[config.mk]
export PLATFORM = sky130hd
export DESIGN_NAME = mem_wb_hilo_flat
export DESIGN_NICKNAME = d
export VERILOG_FILES = /design/src/rtl/mem_wb_hilo_pkg.sv /design/src/rtl/mem_wb_hilo_if.sv /design/src/rtl/mem_wb_hilo_hilo_reg.sv /design/src/rtl/mem_wb_hilo.sv /design/src/flat_wrapper.sv
export SDC_FILE = /design/constraint.sdc
export NUM_CORES = 1
export LEC_CHECK = 0
export BUFFER_PORTS_ARGS = -buffer_cell sky130_fd_sc_hd__buf_2
export CORE_MARGIN = 5
export CORE_UTILIZATION = 35
export DETAILED_ROUTE_END_ITERATION = 10
export PLACE_DENSITY = 0.64
export SETUP_SLACK_MARGIN = 0.3
export SLEW_MARGIN = 20
export SYNTH_ARGS = -nofsm -noshare
export SYNTH_HDL_FRONTEND = slang
export SYNTH_HIERARCHICAL = 1
export SYNTH_SLANG_ARGS = --single-unit
[constraint.sdc]
create_clock -name clk -period 3.3 [get_ports clk]
set_input_delay 0.165 -clock clk [delete_from_list [all_inputs] [get_ports clk]]
set_output_delay 0.165 -clock clk [all_outputs]
set_load 0.02 [all_outputs]
[src/rtl/mem_wb_hilo_pkg.sv]
// Shared pipeline defines for the MEM/WB stage: reset level, write-enable levels, bus widths.
package mem_wb_hilo_pkg;

  localparam logic RESETABLE   = 1'b0;
  localparam logic WRITEABLE   = 1'b1;
  localparam logic UNWRITEABLE = 1'b0;

  localparam int unsigned RegBus     = 32;
  localparam int unsigned RegAddrBus = 5;

  localparam logic [RegBus-1:0]     ZEROWORD   = '0;
  localparam logic [RegAddrBus-1:0] NOPRegAddr = '0;

endpackage

[src/rtl/mem_wb_hilo_if.sv]
// MEM-to-WB writeback bundle, stall/flush controls and the WB-side results (regfile port, HI/LO).
interface mem_wb_hilo_if #(
  parameter int unsigned DATA_W = 32,
  parameter int unsigned ADDR_W = 5
);
  logic              stall_mem;
  logic              stall_wb;
  logic              flush;
  logic [ADDR_W-1:0] mem_wd;
  logic              mem_wreg;
  logic [DATA_W-1:0] mem_wdata;
  logic [DATA_W-1:0] mem_hi;
  logic [DATA_W-1:0] mem_lo;
  logic              mem_enhilo;
  logic [ADDR_W-1:0] wb_wd;
  logic              wb_wreg;
  logic [DATA_W-1:0] wb_wdata;
  logic [DATA_W-1:0] hi_o;
  logic [DATA_W-1:0] lo_o;
  logic [31:0]       retired;

  modport master (
    output stall_mem, stall_wb, flush, mem_wd, mem_wreg, mem_wdata, mem_hi, mem_lo, mem_enhilo,
    input  wb_wd, wb_wreg, wb_wdata, hi_o, lo_o, retired
  );

  modport slave (
    input  stall_mem, stall_wb, flush, mem_wd, mem_wreg, mem_wdata, mem_hi, mem_lo, mem_enhilo,
    output wb_wd, wb_wreg, wb_wdata, hi_o, lo_o, retired
  );
endinterface

[src/rtl/mem_wb_hilo_hilo_reg.sv]
// Architectural HI/LO register pair; both halves always written together.
module mem_wb_hilo_hilo_reg
  import mem_wb_hilo_pkg::*;
#(
  parameter int unsigned DATA_W = RegBus
) (
  input  logic              clk_i,
  input  logic              rst_ni,
  input  logic              we_i,
  input  logic [DATA_W-1:0] hi_i,
  input  logic [DATA_W-1:0] lo_i,
  output logic [DATA_W-1:0] hi_o,
  output logic [DATA_W-1:0] lo_o
);

  logic [DATA_W-1:0] hi_q, hi_d;
  logic [DATA_W-1:0] lo_q, lo_d;

  always_comb begin
    hi_d = hi_q;
    lo_d = lo_q;
    if (we_i == WRITEABLE) begin
      hi_d = hi_i;
      lo_d = lo_i;
    end
  end

  always_ff @(posedge clk_i) begin
    if (rst_ni == RESETABLE) begin
      hi_q <= DATA_W'(ZEROWORD);
      lo_q <= DATA_W'(ZEROWORD);
    end else begin
      hi_q <= hi_d;
      lo_q <= lo_d;
    end
  end

  assign hi_o = hi_q;
  assign lo_o = lo_q;

endmodule

[src/rtl/mem_wb_hilo.sv]
// MEM/WB pipeline register, GPR write port, HI/LO owner and retire counter.
// Optional HI/LO forwarding to EX is enabled by defining HILO_BYPASS_EN.
module mem_wb_hilo
  import mem_wb_hilo_pkg::*;
#(
  parameter int unsigned DATA_W = RegBus,
  parameter int unsigned ADDR_W = RegAddrBus
) (
  input logic          clk,
  input logic          rst,
  mem_wb_hilo_if.slave bus
);

  logic [ADDR_W-1:0] wb_wd_q, wb_wd_d;
  logic              wb_wreg_q, wb_wreg_d;
  logic [DATA_W-1:0] wb_wdata_q, wb_wdata_d;
  logic [DATA_W-1:0] wb_hi_q, wb_hi_d;
  logic [DATA_W-1:0] wb_lo_q, wb_lo_d;
  logic              wb_enhilo_q, wb_enhilo_d;
  logic [31:0]       retired_q, retired_d;
  logic              wb_retire;
  logic              hilo_we;
  logic [DATA_W-1:0] arch_hi, arch_lo;

  always_comb begin
    wb_wd_d     = wb_wd_q;
    wb_wreg_d   = wb_wreg_q;
    wb_wdata_d  = wb_wdata_q;
    wb_hi_d     = wb_hi_q;
    wb_lo_d     = wb_lo_q;
    wb_enhilo_d = wb_enhilo_q;
    if (bus.flush || (bus.stall_mem && !bus.stall_wb)) begin
      wb_wd_d     = ADDR_W'(NOPRegAddr);
      wb_wreg_d   = UNWRITEABLE;
      wb_wdata_d  = DATA_W'(ZEROWORD);
      wb_hi_d     = DATA_W'(ZEROWORD);
      wb_lo_d     = DATA_W'(ZEROWORD);
      wb_enhilo_d = UNWRITEABLE;
    end else if (!bus.stall_mem) begin
      wb_wd_d     = bus.mem_wd;
      wb_wreg_d   = bus.mem_wreg;
      wb_wdata_d  = bus.mem_wdata;
      wb_hi_d     = bus.mem_hi;
      wb_lo_d     = bus.mem_lo;
      wb_enhilo_d = bus.mem_enhilo;
    end
  end

  // A held bundle retires and writes HI/LO only on the edge where stall_wb drops.
  assign wb_retire = !bus.stall_wb && (wb_wreg_q || wb_enhilo_q);
  assign retired_d = retired_q + 32'(wb_retire);
  assign hilo_we   = !bus.stall_wb && (wb_enhilo_q == WRITEABLE);

  always_ff @(posedge clk) begin
    if (rst == RESETABLE) begin
      wb_wd_q     <= ADDR_W'(NOPRegAddr);
      wb_wreg_q   <= UNWRITEABLE;
      wb_wdata_q  <= DATA_W'(ZEROWORD);
      wb_hi_q     <= DATA_W'(ZEROWORD);
      wb_lo_q     <= DATA_W'(ZEROWORD);
      wb_enhilo_q <= UNWRITEABLE;
      retired_q   <= '0;
    end else begin
      wb_wd_q     <= wb_wd_d;
      wb_wreg_q   <= wb_wreg_d;
      wb_wdata_q  <= wb_wdata_d;
      wb_hi_q     <= wb_hi_d;
      wb_lo_q     <= wb_lo_d;
      wb_enhilo_q <= wb_enhilo_d;
      retired_q   <= retired_d;
    end
  end

  mem_wb_hilo_hilo_reg #(
    .DATA_W(DATA_W)
  ) u_hilo_reg (
    .clk_i (clk),
    .rst_ni(rst),
    .we_i  (hilo_we),
    .hi_i  (wb_hi_q),
    .lo_i  (wb_lo_q),
    .hi_o  (arch_hi),
    .lo_o  (arch_lo)
  );

  assign bus.wb_wd    = wb_wd_q;
  assign bus.wb_wdata = wb_wdata_q;
  assign bus.wb_wreg  = bus.stall_wb ? UNWRITEABLE : wb_wreg_q;
  assign bus.retired  = retired_q;

`ifdef HILO_BYPASS_EN
  always_comb begin
    bus.hi_o = arch_hi;
    bus.lo_o = arch_lo;
    if (bus.mem_enhilo) begin
      bus.hi_o = bus.mem_hi;
      bus.lo_o = bus.mem_lo;
    end else if (wb_enhilo_q) begin
      bus.hi_o = wb_hi_q;
      bus.lo_o = wb_lo_q;
    end
  end
`else
  assign bus.hi_o = arch_hi;
  assign bus.lo_o = arch_lo;
`endif

endmodule

[src/flat_wrapper.sv]
// flat-port wrapper written by rule: the top's interface ports become plain ports
module mem_wb_hilo_flat import mem_wb_hilo_pkg::*;
#(
  parameter int unsigned DATA_W = RegBus,
  parameter int unsigned ADDR_W = RegAddrBus
)
  (clk, rst, bus_stall_mem, bus_stall_wb, bus_flush, bus_mem_wd, bus_mem_wreg, bus_mem_wdata, bus_mem_hi, bus_mem_lo, bus_mem_enhilo, bus_wb_wd, bus_wb_wreg, bus_wb_wdata, bus_hi_o, bus_lo_o, bus_retired);
  mem_wb_hilo_if #(.DATA_W(DATA_W), .ADDR_W(ADDR_W)) bus_i ();
  input logic clk;
  input logic rst;
  input wire logic [$bits(bus_i.stall_mem)-1:0] bus_stall_mem;
  input wire logic [$bits(bus_i.stall_wb)-1:0] bus_stall_wb;
  input wire logic [$bits(bus_i.flush)-1:0] bus_flush;
  input wire logic [$bits(bus_i.mem_wd)-1:0] bus_mem_wd;
  input wire logic [$bits(bus_i.mem_wreg)-1:0] bus_mem_wreg;
  input wire logic [$bits(bus_i.mem_wdata)-1:0] bus_mem_wdata;
  input wire logic [$bits(bus_i.mem_hi)-1:0] bus_mem_hi;
  input wire logic [$bits(bus_i.mem_lo)-1:0] bus_mem_lo;
  input wire logic [$bits(bus_i.mem_enhilo)-1:0] bus_mem_enhilo;
  output wire logic [$bits(bus_i.wb_wd)-1:0] bus_wb_wd;
  output wire logic [$bits(bus_i.wb_wreg)-1:0] bus_wb_wreg;
  output wire logic [$bits(bus_i.wb_wdata)-1:0] bus_wb_wdata;
  output wire logic [$bits(bus_i.hi_o)-1:0] bus_hi_o;
  output wire logic [$bits(bus_i.lo_o)-1:0] bus_lo_o;
  output wire logic [$bits(bus_i.retired)-1:0] bus_retired;
  assign bus_i.stall_mem = bus_stall_mem;
  assign bus_i.stall_wb = bus_stall_wb;
  assign bus_i.flush = bus_flush;
  assign bus_i.mem_wd = bus_mem_wd;
  assign bus_i.mem_wreg = bus_mem_wreg;
  assign bus_i.mem_wdata = bus_mem_wdata;
  assign bus_i.mem_hi = bus_mem_hi;
  assign bus_i.mem_lo = bus_mem_lo;
  assign bus_i.mem_enhilo = bus_mem_enhilo;
  assign bus_wb_wd = bus_i.wb_wd;
  assign bus_wb_wreg = bus_i.wb_wreg;
  assign bus_wb_wdata = bus_i.wb_wdata;
  assign bus_hi_o = bus_i.hi_o;
  assign bus_lo_o = bus_i.lo_o;
  assign bus_retired = bus_i.retired;
  mem_wb_hilo #(.DATA_W(DATA_W), .ADDR_W(ADDR_W)) u_core (.clk(clk), .rst(rst), .bus(bus_i));
endmodule
### Yosys cells after proc, flatten, opt, wreduce, memory -nomap -nowiden

Index checks and enable logic that the tools add are counted.

* divide/modulo/power cells: 0
* mux-type cells: 1
* multipliers: 0
* shift-type cells: 0
* eq/ne operators: 0
* bitwise logic cells: 1
* add/sub/neg operators: 1
* magnitude comparators: 0
* reductions and logical operators: 7

Operators by type and width (number)
* adder 32 x 1 -> 32 bit: 1
* logical AND 1 bit: 3
* logical OR 1 bit: 2
* OR reduction 2 bit: 1
* zero test 1 bit: 1
* two-way mux 1 bit: 1
* inverter 1 bit: 1

* memory bits (writable): 0
* output and inout port bits: 134
* register bits: 199
* latch bits: 0
* input bits: 108
* memory bits (read-only): 0
* word-level logic and storage cells: 19
* memories: 0

### Logic depth before layout (Yosys ltp)

Gate-level depths: netlist (run 1).

* depth in word-level cells: 4
* mapped depth: 9

### Modules after synthesis

The synthesis (run 1) kept the hierarchy.

By module, submodules not included
* mem_wb_hilo: area each 5147.4 um^2, cells an instance 517, instances 1, seq. area each 2702.6 um^2
* mem_wb_hilo_hilo_reg: area each 2451.1 um^2, cells an instance 206, instances 1, seq. area each 1281.2 um^2

### Worst setup path after synthesis (run 1)

No wires, ideal clock.

* path kind: reg2reg
* from: register u_core.wb_wreg_q
* to: register u_core.retired_q[16] (netlist: u_core/bus.retired[16])
* required time: 3.229 ns
* stages on the path, launching flop included: 10
* clock period less this slack: 2.689 ns
* path buffers: 1
* arrival time: 2.618 ns
* setup slack: 0.611 ns
* path through: dfxtp_1 > nor2b_1 > or2_2 > ha_1 > ha_1 > nand4_2 > or4_1 > clkbuf_2 > or3_1 > a21oi_1

* word-level cells in the longest chain between the ends: 3

Ends and longest elaborated chain
* start, declared: line mem_wb_hilo.sv:15 `logic wb_wreg_q, wb_wreg_d;`
* start signal, assigned: line mem_wb_hilo.sv:65 `wb_wreg_q <= wb_wreg_d;`
* logical OR 1 bit: line mem_wb_hilo.sv:50 `assign wb_retire = !bus.stall_wb && (wb_wreg_q || wb_enhilo_q);`
* logical AND 1 bit: line mem_wb_hilo.sv:50
* adder 32 x 1 -> 32 bit: line mem_wb_hilo.sv:51 `assign retired_d = retired_q + 32'(wb_retire);`
* end signal, assigned: line mem_wb_hilo.sv:70 `retired_q <= retired_d;`
* end, declared: line mem_wb_hilo.sv:20 `logic [31:0] retired_q, retired_d;`

Every way passes these cells.
A chain may end at the register's enable or synchronous reset.

### Worst setup path in the final report (run 1)

* from: register u_core.wb_wreg_q
* to: register u_core.retired_q[24] (netlist: u_core/bus.retired[24])

Same word-level chain as after synthesis.

==> out/qor.csv, run 1 <==
stage,metric,value,unit
run_status,status,finished clean,
worst_setup_path,r2r_slack,600,ps
synth,ys_types,37,
place,place_congestion,0.7945,
cts,cts_buffers,17,
routing,ant_nets,0,
global_routing,met3_usage,0.05664,
global_routing,grt-busiest-layer,met2,
worst_setup_path,crit_type,flip-flop to flip-flop,
worst_setup_path,timing.rr.end,u_core/bus.retired[24],
global_routing,track_usage,0.1615,
power_and_ir_drop,seq_power_share,0.493,
worst_setup_path,crit_chain,nor2b_1 -> or2_2 -> ha_1 -> ha_1 -> nand4_2 -> or4_1 -> or3_1 -> a21oi_1,
cts,clockBufferDepth,2,
sta,setup_viol,0,
worst_setup_path,critPathBufInv,0,
finish,drive_gt1_frac,0.2696,
cts,post_cts_buffers,0,
sta,setup_slack,600.2,ps
cts,ctsHtreeMaxLevel,4,
cts,clock_latency,420,ps
worst_setup_path,cp_num_cells,8,
sta,min_period_over_period,0.8181,
floorplanning,core.rowCount,54,
sta,fin_skew,13.32,ps
synth,ys_warn_count,6,
worst_setup_path,cp-startpoint,u_core/wb_wreg_q,
worst_setup_path,max_stage_delay,760,ps
floorplanning,start_util,0.3514,
place,port_buffers,241,
cts,clkTransAtPathRegs,80,ps
worst_setup_path,cp_common_cell,ha_1,
run,max_cap_violations,0,
min_path,hold_class,input port to flip-flop,
synth,synth-compound-area-share,0.02223,
worst_setup_path,cp-end-kind,flip-flop,
worst_setup_path,crit_required,3660,ps
routing,num_vias,6246,
synth,synthCells,723,
sta,tns,0,ps
global_routing,gr-usage-met2,0.2754,
sta,fin_crit,2700,ps
global_routing,grt_pass1_wl,32.31,mm
global_routing,grt_pass1_vias,6312,
global_routing,grt_max_degree,104,
worst_setup_path,r2r-start,u_core/wb_wreg_q,
synth,syn_nets,834,
global_routing,gr-total-overflow,0,
power_and_ir_drop,p_int,3.756,mW
power_and_ir_drop,ir_worst_vdd,282.3,uV
worst_setup_path,crit_end,u_core/bus.retired[24],
synth,synth_top_family_by_area,multiplexers,
power_and_ir_drop,p_clk_frac,0.427,
synth,syn_area,0.007599,sq mm
routing,detail_route.vias_per_cell,4.654,
synth,syn_avg_cell_area,10.51,sq um
finish,syn2layout_area_growth,40.05,%
sta,finalHoldViolCount,0,
worst_setup_path,critPathTopFamily,simple AND/OR/NAND/NOR gates,
sta,max_freq,0.3704,GHz
floorplanning,fp.dieH,157.3,microns
global_routing,antenna_found_initial,1,
power_and_ir_drop,p_leak,4.669,nW
floorplanning,die_area,0.02476,sq mm
place,hpwlAfterDp,12.57,mm
sta,grt_setup_unrepaired,no,
routing,drt_iter0_drc,200,
finish,final_common_cell,buf_2,
synth,synthAdderAreaFrac,0.004940,
routing,drc,0,
worst_setup_path,ff2ff_path_depth,8,
synth,synth_mux_area_frac,0.2253,
cts,root_buffer,clkbuf_16,
sta,relSlewSlack,0.4428,
power_and_ir_drop,sw_frac_of_total,0.2456,
sta,worst_pin_slew,835.7,ps
power_and_ir_drop,comb_power_share,0.080,
routing,wl,20.06,mm
floorplanning,num_io_pins,242,
synth,synth-seq-cells,199,
worst_setup_path,slowest_stage,or4_1,
finish,n_fill_cell,1974,
power_and_ir_drop,power_density,467.8,mW/mm^2
synth,yosys.area_share.simple,0.1759,
cts,cts_sinks,199,
routing,drt-wirelength-per-cell,14.95,microns
finish,final_cell_mix,"240 x buf_2, 199 x dfxtp_1, 171 x mux2i_1, 115 x nor2_1, 103 x dlygate4sd3_1",
power_and_ir_drop,switchingPower,1.223,mW
routing,dr.pass1.iters,4,
synth,synthXorXnorAreaFrac,0.01268,
sta,drv_slew,0,
worst_setup_path,worst_setup_path_start_kind,flip-flop,
synth,yosysSeqAreaShare,0.5243,
floorplanning,design.core.area,0.02162,sq mm
floorplanning,dieWidth,157.3,microns
worst_setup_path,crit_fanout,11,
place,dp_slack,634.8,ps
finish,nNetsFinal,1159,
cts,cts_tree,done,
worst_setup_path,arrival,3060,ps
global_routing,grtUsageMet1,0.1949,
==> how the worst min path moves through the flow <==
stage                     depth (start not counted)             start                 endpoint  slack, ps
after floorplan                                   2     bus_mem_wd[0]      u_core/bus.wb_wd[0]        310
after global placement                            3  bus_mem_wdata[7]   u_core/bus.wb_wdata[7]        390
after detailed placement                          3    bus_mem_lo[29]       u_core/wb_lo_q[29]        400
after CTS                                         3         bus_flush      u_core/bus.wb_wd[1]        160
after global routing                              3         bus_flush  u_core/bus.wb_wdata[29]        170
final                                             3         bus_flush        u_core/wb_lo_q[0]        170
==> worst reg2reg max path: cells and delay by family, from the launching register on <==
| family | cells | cell delay (ps) |
|---|---|---|
| adder cells (fa/ha/maj) | 2 | 490 |
| flip-flops | 1 | 330 |
| AND/OR/NAND/NOR | 5 | 1690 |
| AO/OA/AOI/OAI | 1 | 140 |
==> cell families (layout without fill, tap and decap cells) <==
logic type / count (synthesis) / in the layout
AND/OR/NAND/NOR: 260 / 260
flip-flops: 199 / 199
multiplexers: 171 / 171
buffers and inverters: 49 / 387
AO/OA/AOI/OAI: 30 / 30
XOR/XNOR: 11 / 11
adder cells (fa/ha/maj): 3 / 3
other: 0 / 1
==> layout make-up <==
cell class,instances,area (sq um),share of cell area
sequential,199,3984,0.3744
multi-input combinational,475,3367,0.3164
timing repair buffer,350,2313,0.2174
clock buffer,18,429.2,0.04033
tap,280,350.3,0.03292
clock inverter,14,176.4,0.01658
inverter,5,18.77,0.001764
antenna,1,2.502,0.0002352
==> synthesized netlist by cell type, drive strengths merged <==
cell type | count | area share
nand2b | 4 | 0.0033
clkbuf | 29 | 0.015
nand3b | 1 | 0.00099
a21oi | 15 | 0.0099
inv | 4 | 0.0020
ha | 3 | 0.0049
and3 | 4 | 0.0035
mux2i | 171 | 0.23
nand4 | 13 | 0.012
xor2 | 5 | 0.0058
o31ai | 6 | 0.0059
buf | 15 | 0.018
nand3 | 11 | 0.0089
dfxtp | 199 | 0.52
xnor2 | 6 | 0.0069
or3 | 9 | 0.0076
clkinv | 1 | 0.00049
o21ai | 8 | 0.0053
and2 | 2 | 0.0016
nor2 | 115 | 0.057
a211o | 1 | 0.0012
nor4 | 4 | 0.0033
or4 | 7 | 0.0069
and4 | 7 | 0.0082
nor2b | 66 | 0.054
nand2 | 15 | 0.0074
or2 | 1 | 0.00082
nor3 | 1 | 0.00066
==> stage by stage <==
| stage | power (mW) | util | cells | hold slack, ps | cell area, sq um |
|---|---|---|---|---|---|
| final | 4.978 | 0.4922 | 1342 | 172.2 | 10640 |
| after global routing | 5.191 | 0.4922 | 1342 | 172.6 | 10640 |
| after CTS | 5.044 | 0.4921 | 1341 | 156.8 | 10640 |
| after detailed placement | 2.810 | 0.4164 | 1206 | 400.6 | 9002 |
| after global placement | 2.804 | 0.4164 | 1206 | 392.2 | 9002 |
| after floorplan | 2.692 | - | 723 | 308.9 | 7599 |
==> routing by layer <==
layer  share of wire  vias up
li1                -     3118
met1            0.43     2944
met2            0.48      166
met3           0.078       18
met4           0.012        0
met5               0        -
==> flip-flops by register name, indices dropped and copies added (netlist names) <==
| name | flops |
|---|---|
| u_core/bus.wb_wd | 5 |
| u_core/wb_wreg_q | 1 |
| u_core/u_hilo_reg/lo_o | 32 |
| u_core/wb_hi_q | 32 |
| u_core/wb_enhilo_q | 1 |
| u_core/bus.wb_wdata | 32 |
| u_core/wb_lo_q | 32 |
| u_core/bus.retired | 32 |
| u_core/u_hilo_reg/hi_o | 32 |
==> power groups by stage <==
stage          registers (mW)  logic, mW  clock network, mW
2_1_floorplan            2.52      0.168                  0
3_3_place_gp             2.51      0.295                  0
3_5_place_dp             2.51      0.300                  0
4_1_cts                  2.45      0.397               2.19
5_1_grt                  2.46      0.433               2.30
6_report                 2.45      0.397               2.13
==> timing repair <==
item,CTS,global route
endpoints found under the hold margin,103,0
resized for setup,0,0
hold buffers,103,0
Power figures use the tool's default switching activity.
==> inputs of run 2 (changes only) <==
==> constraint.sdc (replaced) <==
create_clock -name clk -period 2.5 [get_ports clk]
set_input_delay 0.125 -clock clk [delete_from_list [all_inputs] [get_ports clk]]
set_output_delay 0.125 -clock clk [all_outputs]
set_load 0.02 [all_outputs]
==> run 2 against run 1 <==
Net effect:
- global-route usage shrank 0.15 points
- routed wire length grew 0.69%
- first-iteration DRC count grew 1.0%
- register-to-register slack lost 420 ps
- utilization grew 0.68 points
- sequential power grew 32%
- largest cell class unchanged
==> out/qor.csv, run 2 (synthesized netlist as in run 1, its figures left out) <==
stage,metric,value,unit
worst_setup_path,crit_type,flip-flop to flip-flop,
global_routing,gr-total-overflow,0,
cts,root_buffer,clkbuf_16,
sta,setup_viol,0,
sta,fin_crit,2318,ps
finish,num_antenna_cells,0,
finish,final_cell_area,0.01079,sq mm
cts,clkTransAtPathRegs,80,ps
place,dp_slack,214.8,ps
finish,final_common_cell,buf_2,
worst_setup_path,crit_end,u_core/bus.retired[20],
run,max_cap_violations,0,
sta,drv_slew,0,
power_and_ir_drop,p_leak,4.726,nW
global_routing,grt_max_degree,73,
global_routing,grt_pass1_wl,32.31,mm
worst_setup_path,timing.rr.end,u_core/bus.retired[20],
floorplanning,core.rowCount,54,
routing,detail_route.vias_per_cell,4.634,
floorplanning,design.core.area,0.02162,sq mm
routing,wl,20.20,mm
sta,min_period_over_period,0.9272,
power_and_ir_drop,p_clk_frac,0.422,
routing,drt_iter0_drc,202,
finish,final_cell_mix,"240 x buf_2, 198 x dfxtp_1, 171 x mux2i_1, 115 x nor2_1, 103 x dlygate4sd3_1",
routing,ant_nets,0,
cts,ctsHtreeMaxLevel,4,
power_and_ir_drop,seq_power_share,0.497,
min_path,hold_class,input port to flip-flop,
sta,whs,133.9,ps
routing,num_vias,6270,
worst_setup_path,ff2ff_path_depth,9,
finish,syn2layout_area_growth,41.97,%
finish,n_fill_cell,2007,
cts,cts_tree,done,
cts,clockBufferDepth,2,
cts,clock_latency,420,ps
min_path,worstHoldStart,bus_stall_mem,
worst_setup_path,cp-startpoint,u_core/wb_wreg_q,
power_and_ir_drop,sw_frac_of_total,0.2527,
place,place_congestion,0.7500,
finish,nNetsFinal,1171,
place,dpl_cell_area,0.009069,sq mm
sta,setup_slack,182.0,ps
worst_setup_path,r2r-start,u_core/wb_wreg_q,
power_and_ir_drop,comb_power_share,0.081,
sta,fin_skew,10.11,ps
global_routing,grt_pass1_vias,6427,
worst_setup_path,r2r_slack,180,ps
sta,worst_pin_slew,700.9,ps
cts,cts_sinks,199,
min_path,min_path_cells,3,
finish,seq_area,0.003985,sq mm
sta,grt_setup_unrepaired,yes,
power_and_ir_drop,power_density,604.8,mW/mm^2
power_and_ir_drop,p_int,4.875,mW
routing,drt-wirelength-per-cell,14.93,microns
floorplanning,fp.dieH,157.3,microns
place,port_buffers,241,
floorplanning,die_area,0.02476,sq mm
worst_setup_path,crit_fanout,7,
global_routing,antenna_found_initial,0,
floorplanning,start_util,0.3514,
worst_setup_path,worst_setup_path_start_kind,flip-flop,
place,hpwlAfterDp,13.08,mm
worst_setup_path,arrival,2670,ps
sta,tns,0,ps
worst_setup_path,cp-end-kind,flip-flop,
routing,dr.pass1.iters,4,
cts,cts_buffers,17,
worst_setup_path,crit_required,2850,ps
sta,relSlewSlack,0.5328,
run_status,status,finished clean,
power_and_ir_drop,ir_worst_vdd,452.1,uV
finish,multi_input_comb_area,0.003420,sq mm
global_routing,track_usage,0.1600,
routing,drc,0,
floorplanning,dieWidth,157.3,microns
finish,drive_gt1_frac,0.2833,
sta,max_freq,0.4314,GHz
floorplanning,num_io_pins,242,
power_and_ir_drop,switchingPower,1.649,mW
sta,finalHoldViolCount,0,
-- run 2: stage by stage --
step,instances,utilization,total power [mW]
floorplan,723,-,3.556
global placement,1209,0.4194,3.706
detailed placement,1209,0.4194,3.713
CTS,1344,0.4954,6.633
global route,1353,0.4990,6.814
finish,1353,0.4990,6.524
-- run 2: worst max-delay path, cell delays in order, from the launching register on --
cell and delay, ps:
dfxtp_1 330, nor2b_4 140, or2_4 130, ha_4 150, ha_4 150, nand4_4 150, or4_4 620, buf_6 160
or3_1 300, a21oi_1 120
-- run 2: per-layer routing --
layer	part of all wire	global-route usage
met5	0	0
met4	0.018	0.05039
met3	0.078	0.05224
met2	0.47	0.2675
met1	0.43	0.1961
-- run 2: power by group through the flow --
stage / clock network (mW) / registers (mW) / logic, mW
CTS: 2.87 / 3.24 / 0.526
floorplan: 0 / 3.33 / 0.223
global route: 2.99 / 3.25 / 0.575
finish: 2.76 / 3.24 / 0.529
global placement: 0 / 3.31 / 0.394
detailed placement: 0 / 3.31 / 0.399
-- run 2: how the worst min path moves through the flow --
stage                     endpoint  slack [ps]
6_report        u_core/wb_enhilo_q         130
5_1_grt         u_core/wb_enhilo_q         130
4_1_cts         u_core/wb_enhilo_q         120
3_5_place_dp    u_core/wb_lo_q[29]         360
3_3_place_gp    u_core/wb_hi_q[17]         350
2_1_floorplan  u_core/bus.wb_wd[0]         270
-- run 2: layout make-up --
class	count	area share
Multi-Input combinational cell	475	0.3170
Inverter	5	0.001740
Timing Repair Buffer	362	0.2232
Tap cell	280	0.03248
Clock buffer	18	0.03978
Sequential cell	199	0.3694
Clock inverter	14	0.01647
-- run 2: repair_timing --
action,4_1_cts,5_1_grt
hold endpoints to repair,103,0
pin swaps,0,5
resized for setup,1,6
endpoints found under the setup margin,5,19
hold buffers,103,0
setup buffers,0,9
